## src/rtl/iq_acq_pkg.sv

```systemverilog
// Shared types and constants for the IQ acquisition sequencer.
package iq_acq_pkg;

  typedef enum logic [2:0] {
    IDLE,
    ARM,
    WAIT_TRIG,
    DELAY,
    ACQ,
    DRAIN
  } state_t;

  localparam logic [15:0] HDR_TAG = 16'hECE0;
  localparam int          ARM_CYC = 2;

  function automatic logic [31:0] make_hdr(input logic [15:0] idx);
    return {HDR_TAG, idx};
  endfunction

endpackage

```

## src/rtl/iq_acq_sequencer_if.sv

```systemverilog
// Decimator control/data and capture-FIFO write port seen by the acquisition sequencer.
interface iq_acq_sequencer_if #(
  parameter int DATA_WIDTH = 32,
  parameter int DEC_WIDTH  = 16
);
  logic [DEC_WIDTH-1:0]  dec_sel;
  logic                  dec_in_valid;
  logic                  dec_reset;
  logic                  dec_out_valid;
  logic [DATA_WIDTH-1:0] dec_dataout;
  logic                  wr_en;
  logic [DATA_WIDTH-1:0] wr_data;
  logic                  wr_full;

  modport master (
    output dec_sel, dec_in_valid, dec_reset, wr_en, wr_data,
    input  dec_out_valid, dec_dataout, wr_full
  );

  modport slave (
    input  dec_sel, dec_in_valid, dec_reset, wr_en, wr_data,
    output dec_out_valid, dec_dataout, wr_full
  );
endinterface

```

## src/rtl/iq_acq_fwd.sv

```systemverilog
// Forwarding stage: decimator output -> FIFO write with sticky overflow.
// ACQ_ECHO_HEADER_EN adds a header source and a one-word skid register.
module iq_acq_fwd #(
  parameter int DATA_WIDTH = 32
) (
  input  logic                  clk,
  input  logic                  rst,
  input  logic                  clr,
  input  logic                  fwd_en,
`ifdef ACQ_ECHO_HEADER_EN
  input  logic                  hdr_req,
  input  logic [DATA_WIDTH-1:0] hdr_word,
`endif
  input  logic                  dec_out_valid,
  input  logic [DATA_WIDTH-1:0] dec_dataout,
  input  logic                  wr_full,
  output logic                  wr_en,
  output logic [DATA_WIDTH-1:0] wr_data,
  output logic                  overflow
);
  logic                  live_p0;
  logic                  vld_p0;
  logic [DATA_WIDTH-1:0] data_p0;

  assign live_p0 = fwd_en & dec_out_valid;

`ifdef ACQ_ECHO_HEADER_EN
  logic                  skid_vld_p1;
  logic [DATA_WIDTH-1:0] skid_data_p1;
  logic                  skid_ld;

  // Header beats skid beats live; a displaced live word parks in the skid.
  always_comb begin
    vld_p0  = live_p0;
    data_p0 = dec_dataout;
    skid_ld = 1'b0;
    if (hdr_req) begin
      vld_p0  = 1'b1;
      data_p0 = hdr_word;
      skid_ld = live_p0;
    end else if (skid_vld_p1) begin
      vld_p0  = 1'b1;
      data_p0 = skid_data_p1;
      skid_ld = live_p0;
    end
  end

  always_ff @(posedge clk) begin
    if (rst || clr) begin
      skid_vld_p1 <= 1'b0;
    end else begin
      skid_vld_p1 <= skid_ld;
    end
  end

  always_ff @(posedge clk) begin
    if (skid_ld) begin
      skid_data_p1 <= dec_dataout;
    end
  end
`else
  assign vld_p0  = live_p0;
  assign data_p0 = dec_dataout;
`endif

  // p0 -> p1: one-cycle registered write; a full FIFO drops the word.
  always_ff @(posedge clk) begin
    if (rst) begin
      wr_en    <= 1'b0;
      wr_data  <= '0;
      overflow <= 1'b0;
    end else begin
      wr_en <= vld_p0 & ~wr_full;
      if (vld_p0 && !wr_full) begin
        wr_data <= data_p0;
      end
      if (clr) begin
        overflow <= 1'b0;
      end else if (vld_p0 && wr_full) begin
        overflow <= 1'b1;
      end
    end
  end

endmodule

```

## src/rtl/iq_acq_sequencer.sv

```systemverilog
// CPMG echo-train sequencer driving the IQ comb decimator and the capture FIFO.
// Optional per-window header word: define ACQ_ECHO_HEADER_EN.
module iq_acq_sequencer
  import iq_acq_pkg::*;
#(
  parameter int DATA_WIDTH = 32,
  parameter int DEC_WIDTH  = 16,
  parameter int CNT_WIDTH  = 16,
  parameter int DRAIN_CYC  = 8
) (
  input  logic                 CLK,
  input  logic                 RESET,
  input  logic                 start,
  input  logic                 abort,
  input  logic [DEC_WIDTH-1:0] cfg_dec_sel,
  input  logic [CNT_WIDTH-1:0] cfg_echo_cnt,
  input  logic [CNT_WIDTH-1:0] cfg_delay,
  input  logic [CNT_WIDTH-1:0] cfg_win_len,
  input  logic                 echo_trig,
  iq_acq_sequencer_if.master   io,
  output logic                 busy,
  output logic                 done,
  output logic                 overflow
);
  localparam logic [CNT_WIDTH-1:0] ARM_LAST   = CNT_WIDTH'(ARM_CYC - 1);
  localparam logic [CNT_WIDTH-1:0] DRAIN_LAST = CNT_WIDTH'(DRAIN_CYC - 1);

  state_t               state;
  state_t               state_nxt;
  logic [CNT_WIDTH-1:0] cnt;
  logic [CNT_WIDTH-1:0] echo_idx;
  logic [CNT_WIDTH-1:0] idx_inc;
  logic [DEC_WIDTH-1:0] dec_sel_q;
  logic [CNT_WIDTH-1:0] echo_cnt_q;
  logic [CNT_WIDTH-1:0] delay_q;
  logic [CNT_WIDTH-1:0] win_q;
  logic                 start_acc;
  logic                 echo_inc;
  logic                 done_nxt;
  logic                 fwd_en;

  function automatic logic [CNT_WIDTH-1:0] sat_inc(input logic [CNT_WIDTH-1:0] v);
    return (&v) ? v : v + 1'b1;
  endfunction

  assign idx_inc = sat_inc(echo_idx);

  always_comb begin
    state_nxt = state;
    start_acc = 1'b0;
    echo_inc  = 1'b0;
    done_nxt  = 1'b0;
    case (state)
      IDLE: begin
        if (start) begin
          start_acc = 1'b1;
          if (cfg_echo_cnt == '0) begin
            done_nxt = 1'b1;
          end else begin
            state_nxt = ARM;
          end
        end
      end
      ARM: begin
        if (cnt == ARM_LAST) begin
          state_nxt = WAIT_TRIG;
        end
      end
      WAIT_TRIG: begin
        if (echo_trig) begin
          if (delay_q != '0) begin
            state_nxt = DELAY;
          end else if (win_q != '0) begin
            state_nxt = ACQ;
          end else begin
            state_nxt = DRAIN;
          end
        end
      end
      DELAY: begin
        if (cnt == delay_q - 1'b1) begin
          state_nxt = (win_q != '0) ? ACQ : DRAIN;
        end
      end
      ACQ: begin
        if (cnt == win_q - 1'b1) begin
          state_nxt = DRAIN;
        end
      end
      DRAIN: begin
        if (cnt == DRAIN_LAST) begin
          echo_inc = 1'b1;
          if (idx_inc == echo_cnt_q) begin
            state_nxt = IDLE;
            done_nxt  = 1'b1;
          end else begin
            state_nxt = WAIT_TRIG;
          end
        end
      end
      default: state_nxt = IDLE;
    endcase
    // Abort overrides completion so a killed train never reports done.
    if (abort && state != IDLE) begin
      state_nxt = IDLE;
      echo_inc  = 1'b0;
      done_nxt  = 1'b0;
    end
  end

  always_ff @(posedge CLK) begin
    if (RESET) begin
      state        <= IDLE;
      cnt          <= '0;
      echo_idx     <= '0;
      dec_sel_q    <= '0;
      echo_cnt_q   <= '0;
      delay_q      <= '0;
      win_q        <= '0;
      done         <= 1'b0;
      io.dec_reset <= 1'b1;
    end else begin
      state        <= state_nxt;
      cnt          <= (state_nxt != state) ? '0 : sat_inc(cnt);
      done         <= done_nxt;
      io.dec_reset <= (state_nxt == ARM);
      if (start_acc) begin
        dec_sel_q  <= cfg_dec_sel;
        echo_cnt_q <= cfg_echo_cnt;
        delay_q    <= cfg_delay;
        win_q      <= cfg_win_len;
        echo_idx   <= '0;
      end else if (echo_inc) begin
        echo_idx <= idx_inc;
      end
    end
  end

  assign busy            = (state != IDLE);
  assign io.dec_in_valid = (state == ACQ);
  assign io.dec_sel      = busy ? dec_sel_q : '0;
  assign fwd_en          = (state == ACQ) || (state == DRAIN);

`ifdef ACQ_ECHO_HEADER_EN
  logic                  hdr_req;
  logic [DATA_WIDTH-1:0] hdr_word;

  // The counter restarts on every state change, so cnt==0 marks ACQ entry.
  assign hdr_req  = (state == ACQ) && (cnt == '0);
  assign hdr_word = DATA_WIDTH'(make_hdr(16'(echo_idx)));
`endif

  iq_acq_fwd #(
    .DATA_WIDTH(DATA_WIDTH)
  ) u_fwd (
    .clk          (CLK),
    .rst          (RESET),
    .clr          (start_acc),
    .fwd_en       (fwd_en),
`ifdef ACQ_ECHO_HEADER_EN
    .hdr_req      (hdr_req),
    .hdr_word     (hdr_word),
`endif
    .dec_out_valid(io.dec_out_valid),
    .dec_dataout  (io.dec_dataout),
    .wr_full      (io.wr_full),
    .wr_en        (io.wr_en),
    .wr_data      (io.wr_data),
    .overflow     (overflow)
  );

endmodule
```

## src/flat_wrapper.sv

```systemverilog
// flat-port wrapper written by rule: the top's interface ports become plain ports
module iq_acq_sequencer_flat import iq_acq_pkg::*;
#(
  parameter int DATA_WIDTH = 32,
  parameter int DEC_WIDTH  = 16,
  parameter int CNT_WIDTH  = 16,
  parameter int DRAIN_CYC  = 8
)
  (CLK, RESET, start, abort, cfg_dec_sel, cfg_echo_cnt, cfg_delay, cfg_win_len, echo_trig, busy, done, overflow, io_dec_sel, io_dec_in_valid, io_dec_reset, io_wr_en, io_wr_data, io_dec_out_valid, io_dec_dataout, io_wr_full);
  iq_acq_sequencer_if #(.DATA_WIDTH(DATA_WIDTH), .DEC_WIDTH(DEC_WIDTH)) io_i ();
  input  logic CLK;
  input  logic RESET;
  input  logic start;
  input  logic abort;
  input  logic [DEC_WIDTH-1:0] cfg_dec_sel;
  input  logic [CNT_WIDTH-1:0] cfg_echo_cnt;
  input  logic [CNT_WIDTH-1:0] cfg_delay;
  input  logic [CNT_WIDTH-1:0] cfg_win_len;
  input  logic echo_trig;
  output logic busy;
  output logic done;
  output logic overflow;
  output wire logic [$bits(io_i.dec_sel)-1:0] io_dec_sel;
  output wire logic [$bits(io_i.dec_in_valid)-1:0] io_dec_in_valid;
  output wire logic [$bits(io_i.dec_reset)-1:0] io_dec_reset;
  output wire logic [$bits(io_i.wr_en)-1:0] io_wr_en;
  output wire logic [$bits(io_i.wr_data)-1:0] io_wr_data;
  input wire logic [$bits(io_i.dec_out_valid)-1:0] io_dec_out_valid;
  input wire logic [$bits(io_i.dec_dataout)-1:0] io_dec_dataout;
  input wire logic [$bits(io_i.wr_full)-1:0] io_wr_full;
  assign io_dec_sel = io_i.dec_sel;
  assign io_dec_in_valid = io_i.dec_in_valid;
  assign io_dec_reset = io_i.dec_reset;
  assign io_wr_en = io_i.wr_en;
  assign io_wr_data = io_i.wr_data;
  assign io_i.dec_out_valid = io_dec_out_valid;
  assign io_i.dec_dataout = io_dec_dataout;
  assign io_i.wr_full = io_wr_full;
  iq_acq_sequencer #(.DATA_WIDTH(DATA_WIDTH), .DEC_WIDTH(DEC_WIDTH), .CNT_WIDTH(CNT_WIDTH), .DRAIN_CYC(DRAIN_CYC)) u_core (.CLK(CLK), .RESET(RESET), .start(start), .abort(abort), .cfg_dec_sel(cfg_dec_sel), .cfg_echo_cnt(cfg_echo_cnt), .cfg_delay(cfg_delay), .cfg_win_len(cfg_win_len), .echo_trig(echo_trig), .io(io_i), .busy(busy), .done(done), .overflow(overflow));
endmodule
```

## config.mk

```make
export PLATFORM = sky130hd
export DESIGN_NAME = iq_acq_sequencer_flat
export DESIGN_NICKNAME = d
export VERILOG_FILES = /design/src/rtl/iq_acq_pkg.sv /design/src/rtl/iq_acq_sequencer_if.sv /design/src/rtl/iq_acq_fwd.sv /design/src/rtl/iq_acq_sequencer.sv /design/src/flat_wrapper.sv
export SDC_FILE = /design/constraint.sdc
export NUM_CORES = 1
export LEC_CHECK = 0
export CELL_PAD_IN_SITES_DETAIL_PLACEMENT = 1
export CELL_PAD_IN_SITES_GLOBAL_PLACEMENT = 2
export CORE_MARGIN = 8
export CORE_UTILIZATION = 29
export DETAILED_ROUTE_END_ITERATION = 12
export PLACE_DENSITY = 0.87
export SETUP_SLACK_MARGIN = 0.05
export SYNTH_ARGS = -nofsm -noshare
export SYNTH_HDL_FRONTEND = slang
export SYNTH_SLANG_ARGS = --single-unit
```

## constraint.sdc

```tcl
create_clock -name CLK -period 3.4 [get_ports CLK]
set_input_delay 0.68 -clock CLK [delete_from_list [all_inputs] [get_ports CLK]]
set_output_delay 0.68 -clock CLK [all_outputs]
set_load 0.02 [all_outputs]
```

==> results of run 1 <==
==> layer usage <==
| metal | vias to the layer above | track usage, % | part of all wire, % |
|---|---|---|---|
| met5 | - | 0 | 0.055 |
| met4 | 2 | 5.17 | 1.2 |
| met3 | 22 | 7.17 | 8.9 |
| met2 | 141 | 26.2 | 46 |
| met1 | 3272 | 18.6 | 43 |
| li1 | 3439 | - | - |
==> synthesized netlist by cell type (10+ instances only) <==
master / count / area share [%]
a211oi_1: 10 / 1.1
and3_1: 15 / 1.3
nor3_1: 25 / 1.8
buf_6: 11 / 1.7
nor2b_1: 23 / 2.0
nor2_1: 65 / 3.4
a21oi_1: 114 / 8.1
nand4_1: 18 / 1.6
clkbuf_1: 49 / 2.6
a31oi_1: 11 / 0.97
nand3_1: 17 / 1.2
dfxtp_1: 135 / 38
o21ai_0: 11 / 0.78
nand2_1: 226 / 12
xor2_1: 49 / 6.1
nor4_1: 18 / 1.6
xnor2_1: 35 / 4.3
==> power by group through the flow <==
stage / Clock (W) / Combinational (W) / Sequential (W)
finish: 0.00179 / 0.00103 / 0.00178
global route: 0.00191 / 0.00114 / 0.00179
CTS: 0.00185 / 0.00104 / 0.00178
detailed placement: 0 / 0.00103 / 0.00182
global placement: 0 / 0.00101 / 0.00181
floorplan: 0 / 0.000680 / 0.00178
==> sequential cells by signal (all words and copies together), names as in the netlist, 3 cells and up <==
name / count
u_core.win_q: 16
u_core.echo_idx: 16
u_core.cnt: 16
u_core.state: 3
u_core.dec_sel_q: 16
u_core.u_fwd.wr_data: 32
u_core.echo_cnt_q: 16
u_core.delay_q: 16
==> worst max path at each step <==
stage | startpoint | endpoint | depth (start not counted)
6_report | u_core.delay_q[2] | u_core.cnt[15] | 10
5_1_grt | u_core.delay_q[2] | u_core.cnt[15] | 10
4_1_cts | u_core.delay_q[2] | u_core.cnt[15] | 10
3_5_place_dp | cfg_echo_cnt[11] | u_core.cnt[15] | 10
3_3_place_gp | u_core.delay_q[2] | u_core.cnt[2] | 10
2_1_floorplan | u_core.delay_q[2] | u_core.cnt[13] | 11
==> tightest hold or removal path, stage by stage, from the launching register on <==
cell and delay [ns]:
dfxtp_1 0.31, nand2_1 0.05, a21oi_1 0.05
==> placed cells by master (no fill, tap or decap), drive strengths merged, types with 23 or more instances in the layout <==
cell	instances
a21oi	114
xor2	49
xnor2	35
nor3	26
clkdlybuf4s50	155
nor2b	23
buf	25
nor2	66
dfxtp	135
nand2	226
==> what timing repair did <==
action,CTS,global route
setup endpoints to repair,0,2
buffers inserted,0,0
gates resized for setup,0,2
==> metrics by stage <==
stage / utilization, % / worst slack (ns) / total power [W] / instance area [sq um]
finish: 39.2 / 0.225 / 0.00460 / 9470
global route: 39.2 / 0.0599 / 0.00485 / 9470
CTS: 39.1 / 0.220 / 0.00467 / 9460
detailed placement: 36.8 / 0.240 / 0.00285 / 8890
global placement: 36.8 / 0.334 / 0.00282 / 8890
floorplan: - / 0.562 / 0.00246 / 7080
==> area by class of cell <==
| class | count | area [sq um] | area share, % |
|---|---|---|---|
| Timing Repair Buffer | 180 | 1740 | 18.4 |
| Clock inverter | 14 | 131 | 1.39 |
| Clock buffer | 18 | 439 | 4.64 |
| Sequential cell | 135 | 2700 | 28.5 |
| Multi-Input combinational cell | 724 | 4030 | 42.5 |
| Tap cell | 324 | 405 | 4.28 |
| Inverter | 8 | 30.0 | 0.317 |
==> cell families after synthesis <==
group                      count (synthesis)
muxes                                      7
adders and majority gates                  5
buffers and inverters                     74
xor gates and xnor gates                  84
DFF                                      135
and+or+nand+nor                          455
AOI/OAI and AO/OA                        173
==> results, run 1 <==
- The share of async-settable or async-resettable flops after synthesis is 0%.
- Setup violations remaining at the end of the flow were counted as 0.
- The total count of hold-check failures in the final report was 0.
- In this run the number of H-tree levels came out at 4.
- Setup total negative slack on the finished layout was measured at 0 ns.
- The quantity of hold-fixing buffers added after cts is 0.
- The non-filler instance count after layout is 1,403.
- The aggregate global-route resource usage is 16.1%.
- After synthesis, the largest family of logic cells by area is simple AND/OR/NAND/NOR gates.
- The required time of the critical path is 3.71 ns.
- Summed over all cells, the static leakage comes to 3.43 nW.
- Setup repair after global routing left no endpoint under its margin.
- The number of antenna diodes in the final layout is 0.
- The path type of the worst min-delay path is flop to flop.
- The endpoint arrival time on the critical path is 3.48 ns.
- The sort of element at the start of the critical path is a flop.
- The worst path needs 3.17 ns of the cycle, external delays included.
- Along the worst hold path, the cell count comes to 2.
- Of the cells placed in the final design, the portion with a size suffix greater than 1 is 6.95%.
- The register-to-register setup slack is 0.23 ns.
- Routability-driven placement finished with a final weighted congestion of 0.851.
- The CTS tree is yes.
- In this design, the stage delay of the slowest critical-path cell is 0.66 ns.
- IR analysis of the VDD net gives a maximum drop of 0.247 mV.
- The clock arrives with 0.0138 ns of skew.
- The number of distinct library cells after synthesis is 56.
- The worst setup path is of the flop to flop kind.
- The worst-path maximum fanout is 16.
- Headroom to the max-slew limit came out at 52.3%.
- The total nets after synthesis is 1,041.
- The clock passes through at most 2 buffers.
- The number of clock sinks is 135.
- The worst path buffer plus inverter count is 1.
- In this run, the number of DRC markers left after iteration 0 of detailed routing was 282.
- The worst hold path endpoint is u_core.dec_sel_q[10].
- Counting the fill cells in the layout gives 2,946.
- The cell class contributing the biggest share of worst-path delay is simple AND/OR/NAND/NOR gates.
- The basic-gate share of the synthesized area counting and, or, nand and nor cells is 30.0%.
- The region available for standard cell placement spans 24,200 sq um.
- Detailed placement finished with a half-perimeter wire length of 17,700 um.
- The total overflow left after global routing is 0.
- Clock-pin slew was measured on the worst setup and hold paths at 0.07 ns.
- The final net count is 1,174.
- The number of synthesized register bits is 135.
- The parity-gate share of the synthesized area counting xor and xnor cells is 10.4%.
- The via count of the first global-routing pass was 7,111.
- The cell area that synthesis handed to floorplanning was 7080 sq um.
- The run finished with clean final reports.
- The die covers 29,700 sq um.
- The sum of routed wire length over all layers is 23,600 um.
- The DRC violation count after routing is 0.
- The later pin in the worst-skew pair is clocked with a latency of 0.43 ns.
- STA classifies the critical path endpoint as a flop.
- The origin of the critical flop-to-flop path is u_core.delay_q[2].
- The startpoint identified for the worst hold timing path is u_core.dec_sel_q[10].
- The total of warnings raised by yosys is 0.
- The relative contribution of sequential cells to total power is 38.7%.
- In this run the power density over the cells is 485 nW/um^2.
- The number of maximum-capacitance violations is 0.
- Compared with the post-synthesis result, the final layout area differs by 33.8%.
- In the finished design, the share of the clock period the worst path needs comes to 93.4%.
- The number of placed cells counting well taps is 1,371.
- The number of clock buffers added by TritonCTS is 17.
- The vias per cell is 4.90.
- The transition time of the tightest slew-check pin is 0.716 ns.
- In the synthesized netlist, the number of instances is 933.
- The largest net degree at the start of global routing is 65.
- After floorplanning, the core was divided into 57 placement rows.
- The die is 172 um wide.
- The net switching power of the design is 0.00148 W.
- In the final routed layout, each cell accounts on average for 16.8 um.
- CTS placed an instance of clkbuf_16 at the clock tree root.
- The number of antenna violations at the first check in global routing came to 1.
- The switching share of power is 32.1%.
- Traced cell by cell, the critical path runs through or4_1, or4_4, a311oi_1, a211oi_1, nand4_1, a21oi_1, a211oi_1, o31ai_4, buf_4, a311oi_1.
- The predominant post-synthesis flop cell is dfxtp_1.
- For this run, the register share of the synthesized area comes to 38.2%.
- Counting flops with a built-in enable in the synthesized netlist gives 0.
- The hold slack is 0.453 ns.
- The wire length of the first global-routing pass is 37,400 um.
- The maximum clock frequency is 315 MHz.
- The endpoint of the worst-slack reg-to-reg timing path is u_core.cnt[15].
- The detailed-routing iteration count for the pre-antenna-repair pass is 4.
- The effective utilization at floorplan is 29.3%.
- The slowest stage cell on the critical path is or4_1.
- Per report_power, the combinational group accounts for 22.3% of the total.
- After synthesis, the share of cell area in mux cells is 0.989%.
- The die is 172 um tall.
- The number of cells on the worst reg-to-reg path is 10.
- In this run the remaining antenna-violating nets after routing total 0.
- The mean area per synthesized cell is 7.59 sq um.
- The clock group share of total power is 39.0%.
- The final route contains 6,876 vias.
- The synthesized-area fraction occupied by ao, oa, aoi and oai cells is 14.2%.
- The number of pins with negative max-slew slack in the final report is 0.
- Internal power comes to 0.00312 W.
- 157 I/O pins were placed.
- The count of port buffers added during placement is 156.
- The adder-cell area share of the yosys netlist is 0.883%.
No activity file was read; power rests on OpenSTA's default activity.
==> run 2, diff against run 1 <==
- ABC_AREA: default -> 1
- CORE_UTILIZATION: 29 -> 27
- PLACE_DENSITY: 0.87 -> 0.85
==> run 2 against run 1 <==
- flip-flop and latch count did not move
- highest routed layer is now met4
- critical endpoint is now io_dec_sel[0]
- via count is 10% higher
- sequential power is essentially flat
- count of clock-buffer cells in the layout decreased by 1
- combinational power increased by 9.7%
- global-route usage decreased by 0.33 points
- utilization down 2.5 points
- sequential share of layout area fell by 1.1 points
- first-iteration DRC count up 13%
- largest power group unchanged
- final area rose by 4.2%
- wire length up 9.6%
==> results, run 2 <==
- The flow ran to the end, and the final reports show no timing, DRC or antenna violations.
- The clock-pin slew on the worst setup and hold paths was 0.07 ns (about the same).
- The number of cells on the worst reg-to-reg path was 18 (+8).
- The width of the die is 181 um (+5.1%).
- The number of maximum-capacitance violations is 0 (unchanged).
- The share of total power in combinational logic is 23.5% (+1.2 points).
- Traced cell by cell, the critical path runs through inv_1, nand2_1, clkinvlp_4, nor2_1, clkdlybuf4s50_1.
- The combined flip-flop and latch cell area is 2700 sq um (unchanged).
- The endpoint arrival time on the critical path came to 2.41 ns (-1.07 ns).
- The mean area per synthesized cell is 6.58 sq um (-13%).
- The total negative setup slack is 0 ns (unchanged).
- The number of distinct library cells after synthesis is 39 (-30%).
- Setup repair after global routing left no endpoint under its margin.
- The number of cells produced by synthesis is 1,118 (+20%).
- In the synthesized netlist the dominant register cell turns out to be dfxtp_1.
- The maximum clock frequency came to 323 MHz (+2.7%).
- The largest net degree at the start of global routing is 120 (+85%).
- The number of pins with negative max-slew slack in the final report is 0 (unchanged).
- The register-to-register setup slack came to 0.48 ns (+0.25 ns).
- The CTS H-tree depth was 4 (unchanged).
- The endpoint of the worst-slack reg-to-reg timing path is u_core.cnt[1].
- The setup-violating endpoint count in the final report is 0 (unchanged).
- The filler cell count was 3,405 (+16%).
- The worst clock skew is 0.0182 ns (+0.00436 ns).
- The aggregate global-route resource usage is 15.7% (-0.33 points).
- The number of synthesized flops with an enable pin is 0 (unchanged).
- The proportion of synthesized chip area in sequential cells is 36.8% (-1.4 points).
- The detailed placement HPWL is 20,100 um (+14%).
- The clock latency of the later-clocked register in the worst-skew pair is 0.44 ns (about the same).
- Ranked by instance count, the synthesized netlist is headed by nand2_1 (221), nor2_1 (170), dfxtp_1 (135).
- The total count of hold-check failures in the final report is 0 (unchanged).
- The I/O pin total is 157 (unchanged).
- The critical path starts at u_core.state[0].
- The number of flip-flops in the largest register is 32 (unchanged).
- The largest incremental delay on the critical path came to 0.68 ns (+0.02 ns).
- STA classifies the critical path startpoint as a flop.
- The vias per cell is 4.71 (-3.9%).
- The number of synthesized register bits was 135 (unchanged).
- The DRC violation count after routing is 0 (unchanged).
- In this design, the largest share of critical-path delay is due to buffers and inverters.
- The signed area change from the synthesized netlist to the final layout is 34.2%.
- The tree is rooted in a clkbuf_16.
- The relative contribution of sequential cells to total power is 37.1% (-1.6 points).
- The top-area cell type share of the netlist area came to 36.8% (-1.4 points).
- The power consumption is 0.00483 W (+5.0%).
- The summed area of non-filler cells in the final layout is 9870 sq um (+4.2%).
- The switching share of power is 35.0% (+2.9 points).
- The leakage power is 4.10 nW (+20%).
- The routed length per instance came to 16.0 um (-4.7%).
- The number of CTS-inserted buffers is 17 (unchanged).
- The buffer levels on the longest clock path is 2 (unchanged).
- The area of combinational cells with multiple inputs is 3980 sq um (-1.3%).
- The required time of the critical path came to 2.72 ns (-0.99 ns).
- The placer's final routability congestion estimate is 0.822 (-3.4%).
- The clock group share of total power came to 39.4% (+0.4 points).
- Ranked by flip-flop count, first place goes to u_core.u_fwd.wr_data.
- In the post-synthesis netlist, the cell with the most instances is nand2_1.
- The CTS tree is yes.
- The floorplan die height is 181 um (+5.1%).
- The number of resized instances in the post-cts repair step is 0 (unchanged).
- The share of the clock period used by the worst path is 90.9% (-2.4 points).
- The slowest stage cell on the critical path is clkdlybuf4s50_1.
- The hold slack is 0.453 ns (+0.000692 ns).
- The site row count is 60 (+5.3%).
- The synthesized design spends more area on one cell type than any other, namely dfxtp_1.
- The detailed-routing iteration count for the pre-antenna-repair pass is 4 (unchanged).
- The total die area is 32,800 sq um (+10%).
- The total nets after synthesis was 1,226 (+18%).
- The fraction of layout instances using a drive strength above 1 is 7.31% (+0.36 points).
- The net switching power of the design is 0.00169 W (+14%).
- The final antenna diode count is 0 (unchanged).
- The count of antenna-violating nets left after detailed routing is 0 (unchanged).
- The worst-path maximum fanout is 18 (+2).
- The mapped cell area came to 7350 sq um (+3.8%).
- The leading cell type in the layout, fill and taps excluded is nand2_1.
- The number of DRC violations after detailed-routing iteration 0 is 320 (+13%).
- The final net count is 1,367 (+16%).
- The effective utilization at floorplan is 27.4% (-1.9 points).
- The max-slew headroom at the worst pin was 25.4% (-27 points).
- The core area was 26,900 sq um (+11%).
- The post-CTS setup buffer count is 0 (unchanged).
- The total of warnings raised by yosys is 0 (unchanged).
- The worst path buffer plus inverter count is 3 (+2).
- The maximum VDD drop is 0.338 mV (+37%).
- The transition time of the tightest slew-check pin is 1.12 ns (+0.403 ns).
- The wire length of the first global-routing pass was 41,400 um (+11%).
- The share of async-settable or async-resettable flops after synthesis was 0% (unchanged).
- The count of port buffers added during placement is 156 (unchanged).
- The instance area at placement came to 9250 sq um (+4.0%).
- The cell-internal power came to 0.00314 W (+0.56%).
- The sum of routed wire length over all layers is 25,800 um (+9.6%).
- The instance count on the critical path was 5 (-5).
- The capturing instance or port of the critical path is io_dec_sel[0].
- The number of clock sinks is 135 (unchanged).
- The via count is 7,594 (+10%).
- The class of the most critical setup path is flop to output port.
- The number of antenna violations at the first check in global routing was 0 (-1).
- The path type of the worst min-delay path is flop to flop.
- By area the synthesized netlist is led by dfxtp_1 (37%), nand2_1 (11%), nor2_1 (8.7%), o21ai_0 (7.8%), inv_1 (6.3%).
- The via count of the first global-routing pass is 7,674 (+7.9%).
- The top cell types in the final layout, fill and taps aside, are nand2_1 (220), nor2_1 (170), clkdlybuf4s50_1 (156), dfxtp_1 (135), inv_1 (124).
- The minimum period implied by the final worst setup slack is 3.09 ns (-0.0833 ns).
- The origin of the critical flop-to-flop path is u_core.delay_q[0].
- The quantity of hold-fixing buffers added after cts came to 0 (unchanged).
- STA classifies the critical path endpoint as an output port.
- The total power divided by cell area was 489 nW/um^2 (+0.81%).
- The global-route congestion overflow total is 0 (unchanged).
==> run 2: worst min-delay path by stage <==
stage | slack [ns] | cells after the start | to | start
finish | 0.45 | 2 | u_core.dec_sel_q[6] | u_core.dec_sel_q[6]
global route | 0.47 | 2 | u_core.dec_sel_q[15] | u_core.dec_sel_q[15]
CTS | 0.46 | 2 | u_core.dec_sel_q[6] | u_core.dec_sel_q[6]
detailed placement | 0.45 | 2 | u_core.dec_sel_q[13] | u_core.dec_sel_q[13]
global placement | 0.44 | 2 | u_core.u_fwd.overflow | u_core.u_fwd.overflow
floorplan | 0.43 | 2 | u_core.dec_sel_q[0] | u_core.dec_sel_q[0]
==> run 2: routing by layer <==
metal	vias to the layer above	GRT usage, %	wire (um)
met5	-	0	0
met4	0	5.05	524
met3	27	4.03	1130
met2	115	26.7	12300
met1	3551	19.1	11900
li1	3901	-	-
==> run 2: power by group through the flow <==
stage                     Combinational (W)  Sequential (W)  Clock, W
after floorplan                    0.000745         0.00180         0
final                               0.00113         0.00179   0.00190
after CTS                           0.00115         0.00179   0.00196
after global placement              0.00111         0.00182         0
after global routing                0.00128         0.00181   0.00203
after detailed placement            0.00114         0.00183         0
==> run 2: per-stage QoR <==
stage / util, % / worst slack, ns / cells
floorplan: - / 1.14 / 1118
global placement: 34.4 / 0.418 / 1581
detailed placement: 34.4 / 0.353 / 1581
CTS: 36.7 / 0.107 / 1613
global route: 36.7 / 0.0839 / 1613
finish: 36.7 / 0.308 / 1613
==> run 2: logic make-up (layout without fill, tap and decap cells) <==
group	Yosys count	count (layout)	synth area share, %
simple gates	547	547	33.0
buf+inv	175	329	9.36
flops	135	135	36.8
xor+xnor	39	39	4.65
compound gates	217	217	15.4
fa+ha+maj	5	5	0.851
==> run 2: cell type report <==
| type | instances | share of cell area (%) |
|---|---|---|
| clock buffers | 17 | 4.31 |
| flip-flops and latches | 135 | 27.4 |
| well taps | 341 | 4.32 |
| multi-input cells | 808 | 40.3 |
| inverters | 131 | 5.02 |
| clock inverters | 15 | 1.97 |
| repair buffers | 166 | 16.7 |
==> run 2: worst min-delay path, cell delays in order, from the launching register on <==
cell	delay [ns]
dfxtp_1	0.30
inv_1	0.06
a21oi_1	0.05
==> run 3, diff against run 2 <==
- clock period: 3.4 -> 3 ns (I/O delays scaled with it)
==> run 3 against run 2 <==
- final cell count rose by 0.62%
- worst hold slack got worse by 0.0033 ns
- clock skew fell by 0.0059 ns
- sequential share of layout area fell by 0.42 points
- non-clock buffer count rose by 10
- combinational power rose by 17%
- critical endpoint is now io_dec_sel[9]
- largest cell class unchanged
==> results, run 3 (same netlist as run 2, synthesis figures left out) <==
- The run finished with clean final reports.
- The detailed-routing iteration count for the pre-antenna-repair pass is 5 (+1).
- The number of clock sinks was 135 (unchanged).
- The slowest stage of the critical path belongs to the cell clkdlybuf4s50_1.
- The count of port buffers added during placement is 156 (unchanged).
- The via count of the first global-routing pass was 7,694 (+0.26%).
- The count of antenna-violating nets left after detailed routing is 0 (unchanged).
- The maximum clock frequency is 352 MHz.
- u_core.u_fwd.wr_data holds more flip-flops than any other register.
- The number of DRC violations after detailed-routing iteration 0 is 291 (-9.1%).
- The vias per cell came to 4.73 (+0.44%).
- The post-layout worst setup margin is 0.162 ns (-0.147 ns).
- The maximum VDD drop is 0.331 mV (-2.1%).
- The worst-path maximum fanout was 16 (-2).
- The origin of the critical flop-to-flop path is u_core.echo_idx[0].
- The fraction of layout instances using a drive strength above 1 is 8.11% (+0.80 points).
- The number of flip-flops in the largest register is 32 (unchanged).
- Leaving out fill and tap cells, the most frequent cell in the layout is nand2_1.
- The width of the die is 181 um (unchanged).
- The net switching power of the design is 0.00188 W (+11%).
- The timing startpoint of the critical path is u_core.state[0].
- The share of total power in combinational logic is 23.5% (about the same).
- The largest net degree at the start of global routing came to 53 (-56%).
- The total die area is 32,800 sq um (unchanged).
- The clock period could shrink to 2.84 ns.
- The worst setup path is captured at an output port.
- The placer's final routability congestion estimate is 0.829 (+0.91%).
- The required time of the critical path is 2.40 ns (-0.32 ns).
- The transition time of the tightest slew-check pin is 1.07 ns (-0.0443 ns).
- The final net count is 1,377 (+0.73%).
- STA classifies the critical path startpoint as a flop.
- The clock group share of total power is 40.3% (+0.9 points).
- The number of antenna violations at the first check in global routing is 0 (unchanged).
- TritonCTS built the clock tree.
- The worst clock skew was 0.0123 ns (-0.00587 ns).
- The max-slew headroom at the worst pin is 28.3% (+3.0 points).
- The DRC violation count after routing is 0 (unchanged).
- The leakage power is 4.44 nW (+8.2%).
- The buffer levels on the longest clock path is 2 (unchanged).
- The number of CTS-inserted buffers came to 17 (unchanged).
- The worst path uses 94.6% of the clock period.
- The floorplan die height is 181 um (unchanged).
- The clock latency of the later-clocked register in the worst-skew pair is 0.43 ns (about the same).
- The top cell types in the final layout, fill and taps aside, are nand2_1 (220), nor2_1 (169), clkdlybuf4s50_1 (141), dfxtp_1 (134), inv_1 (124).
- The routed length per instance is 16.2 um (+1.3%).
- The total negative setup slack was 0 ns (unchanged).
- The endpoint identified for the worst register-to-register timing path is u_core.cnt[8].
- The wire length of the first global-routing pass is 41,700 um (+0.73%).
- The aggregate global-route resource usage is 15.8% (+0.10 points).
- The clock-pin slew on the worst setup and hold paths is 0.06 ns (about the same).
- The I/O pin total was 157 (unchanged).
- The filler cell count was 3,368 (-1.1%).
- The relative contribution of sequential cells to total power is 36.2% (-0.9 points).
- The post-placement setup slack is 0.178 ns (-0.175 ns).
- The via count is 7,675 (+1.1%).
- The switching share of power is 33.5% (-1.5 points).
- The number of maximum-capacitance violations is 0 (unchanged).
- The endpoint arrival time on the critical path is 2.24 ns (-0.17 ns).
- The effective utilization at floorplan was 27.4% (unchanged).
- The total power divided by cell area was 559 nW/um^2 (+14%).
- The setup-violating endpoint count in the final report is 0 (unchanged).
- The launch point of the worst hold path is u_core.u_fwd.overflow.
- The site row count is 60 (unchanged).
- The tightest min-delay check is of the flop to flop type.
- The number of pins with negative max-slew slack in the final report came to 0 (unchanged).
- The global-route congestion overflow total is 0 (unchanged).
- The CTS H-tree depth is 4 (unchanged).
- In this run the clock root is driven by a clkbuf_16.
- The register-to-register setup slack is 0.33 ns (-0.15 ns).
- The final antenna diode count is 0 (unchanged).
- Setup repair after global routing left no endpoint under its margin.
- The critical path goes through inv_1, nand2_1, clkinv_1, buf_4, nor2_1, clkdlybuf4s50_1.
- The cell-internal power was 0.00373 W (+19%).
- The sum of routed wire length over all layers was 26,300 um (+1.9%).
- The number of cells on the worst reg-to-reg path is 14 (-4).
- The largest incremental delay on the critical path came to 0.63 ns (-0.05 ns).
- From synthesis to final layout, the design area changed by 36.3%.
- The total count of hold-check failures in the final report is 0 (unchanged).
- The class of the most critical setup path is flop to output port.
- The detailed placement HPWL came to 20,400 um (+1.3%).
- The capturing instance or port of the critical path is io_dec_sel[9].
- The core area is 26,900 sq um (unchanged).
==> run 3: stage by stage <==
step	area, sq um	power (W)	util [%]	std cells	hold slack [ns]
floorplan	7350	0.00289	-	1118	0.430
global placement	9360	0.00337	34.8	1591	0.435
detailed placement	9360	0.00340	34.8	1591	0.444
CTS	9980	0.00568	37.2	1623	0.449
global route	10000	0.00591	37.3	1623	0.462
finish	10000	0.00561	37.3	1623	0.450
==> run 3: cell type report <==
class                           instances  area (sq um)  share of cell area, %
Multi-Input combinational cell        808          3980                   39.7
Sequential cell                       135          2700                   27.0
Timing Repair Buffer                  176          1800                   17.9
Inverter                              131           492                   4.90
Tap cell                              341           427                   4.26
Clock buffer                           17           425                   4.24
Clock inverter                         15           201                   2.01
==> run 3: what timing repair did <==
| item | 4_1_cts | 5_1_grt |
|---|---|---|
| buffers inserted | 0 | 0 |
| hold buffers | 0 | 0 |
| endpoints found under the hold margin | 0 | 0 |
| gates resized for setup | 0 | 17 |
| endpoints found under the setup margin | 0 | 31 |
==> run 3: worst min-delay path by stage <==
stage | to | slack (ns) | cells past startpoint
6_report | u_core.u_fwd.overflow | 0.45 | 2
4_1_cts | u_core.u_fwd.overflow | 0.45 | 2
2_1_floorplan | u_core.dec_sel_q[0] | 0.43 | 2
5_1_grt | u_core.u_fwd.overflow | 0.46 | 2
3_3_place_gp | u_core.u_fwd.overflow | 0.44 | 2
3_5_place_dp | u_core.u_fwd.overflow | 0.44 | 2
==> run 3: metal layers <==
metal  routed length, um  GRT usage (%)  vias up
li1                    -              -     3916
met1               12100           19.3     3646
met2               12900           27.6      100
met3                1040           3.67       13
met4                 253           4.10        0
met5                   0              0        -
==> run 3: critical path: cells and delay by family (launching register included) <==
kind,cells,cell delay [ns]
DFF,1,0.42
and+or+nand+nor,2,0.25
buffers and inverters,4,1.14
==> run 3: power groups by stage <==
stage,registers (W),logic [W],clock network [W]
after floorplan,0.00204,0.000844,0
after global placement,0.00207,0.00130,0
after detailed placement,0.00207,0.00133,0
after CTS,0.00203,0.00134,0.00231
after global routing,0.00205,0.00148,0.00238
final,0.00203,0.00132,0.00226
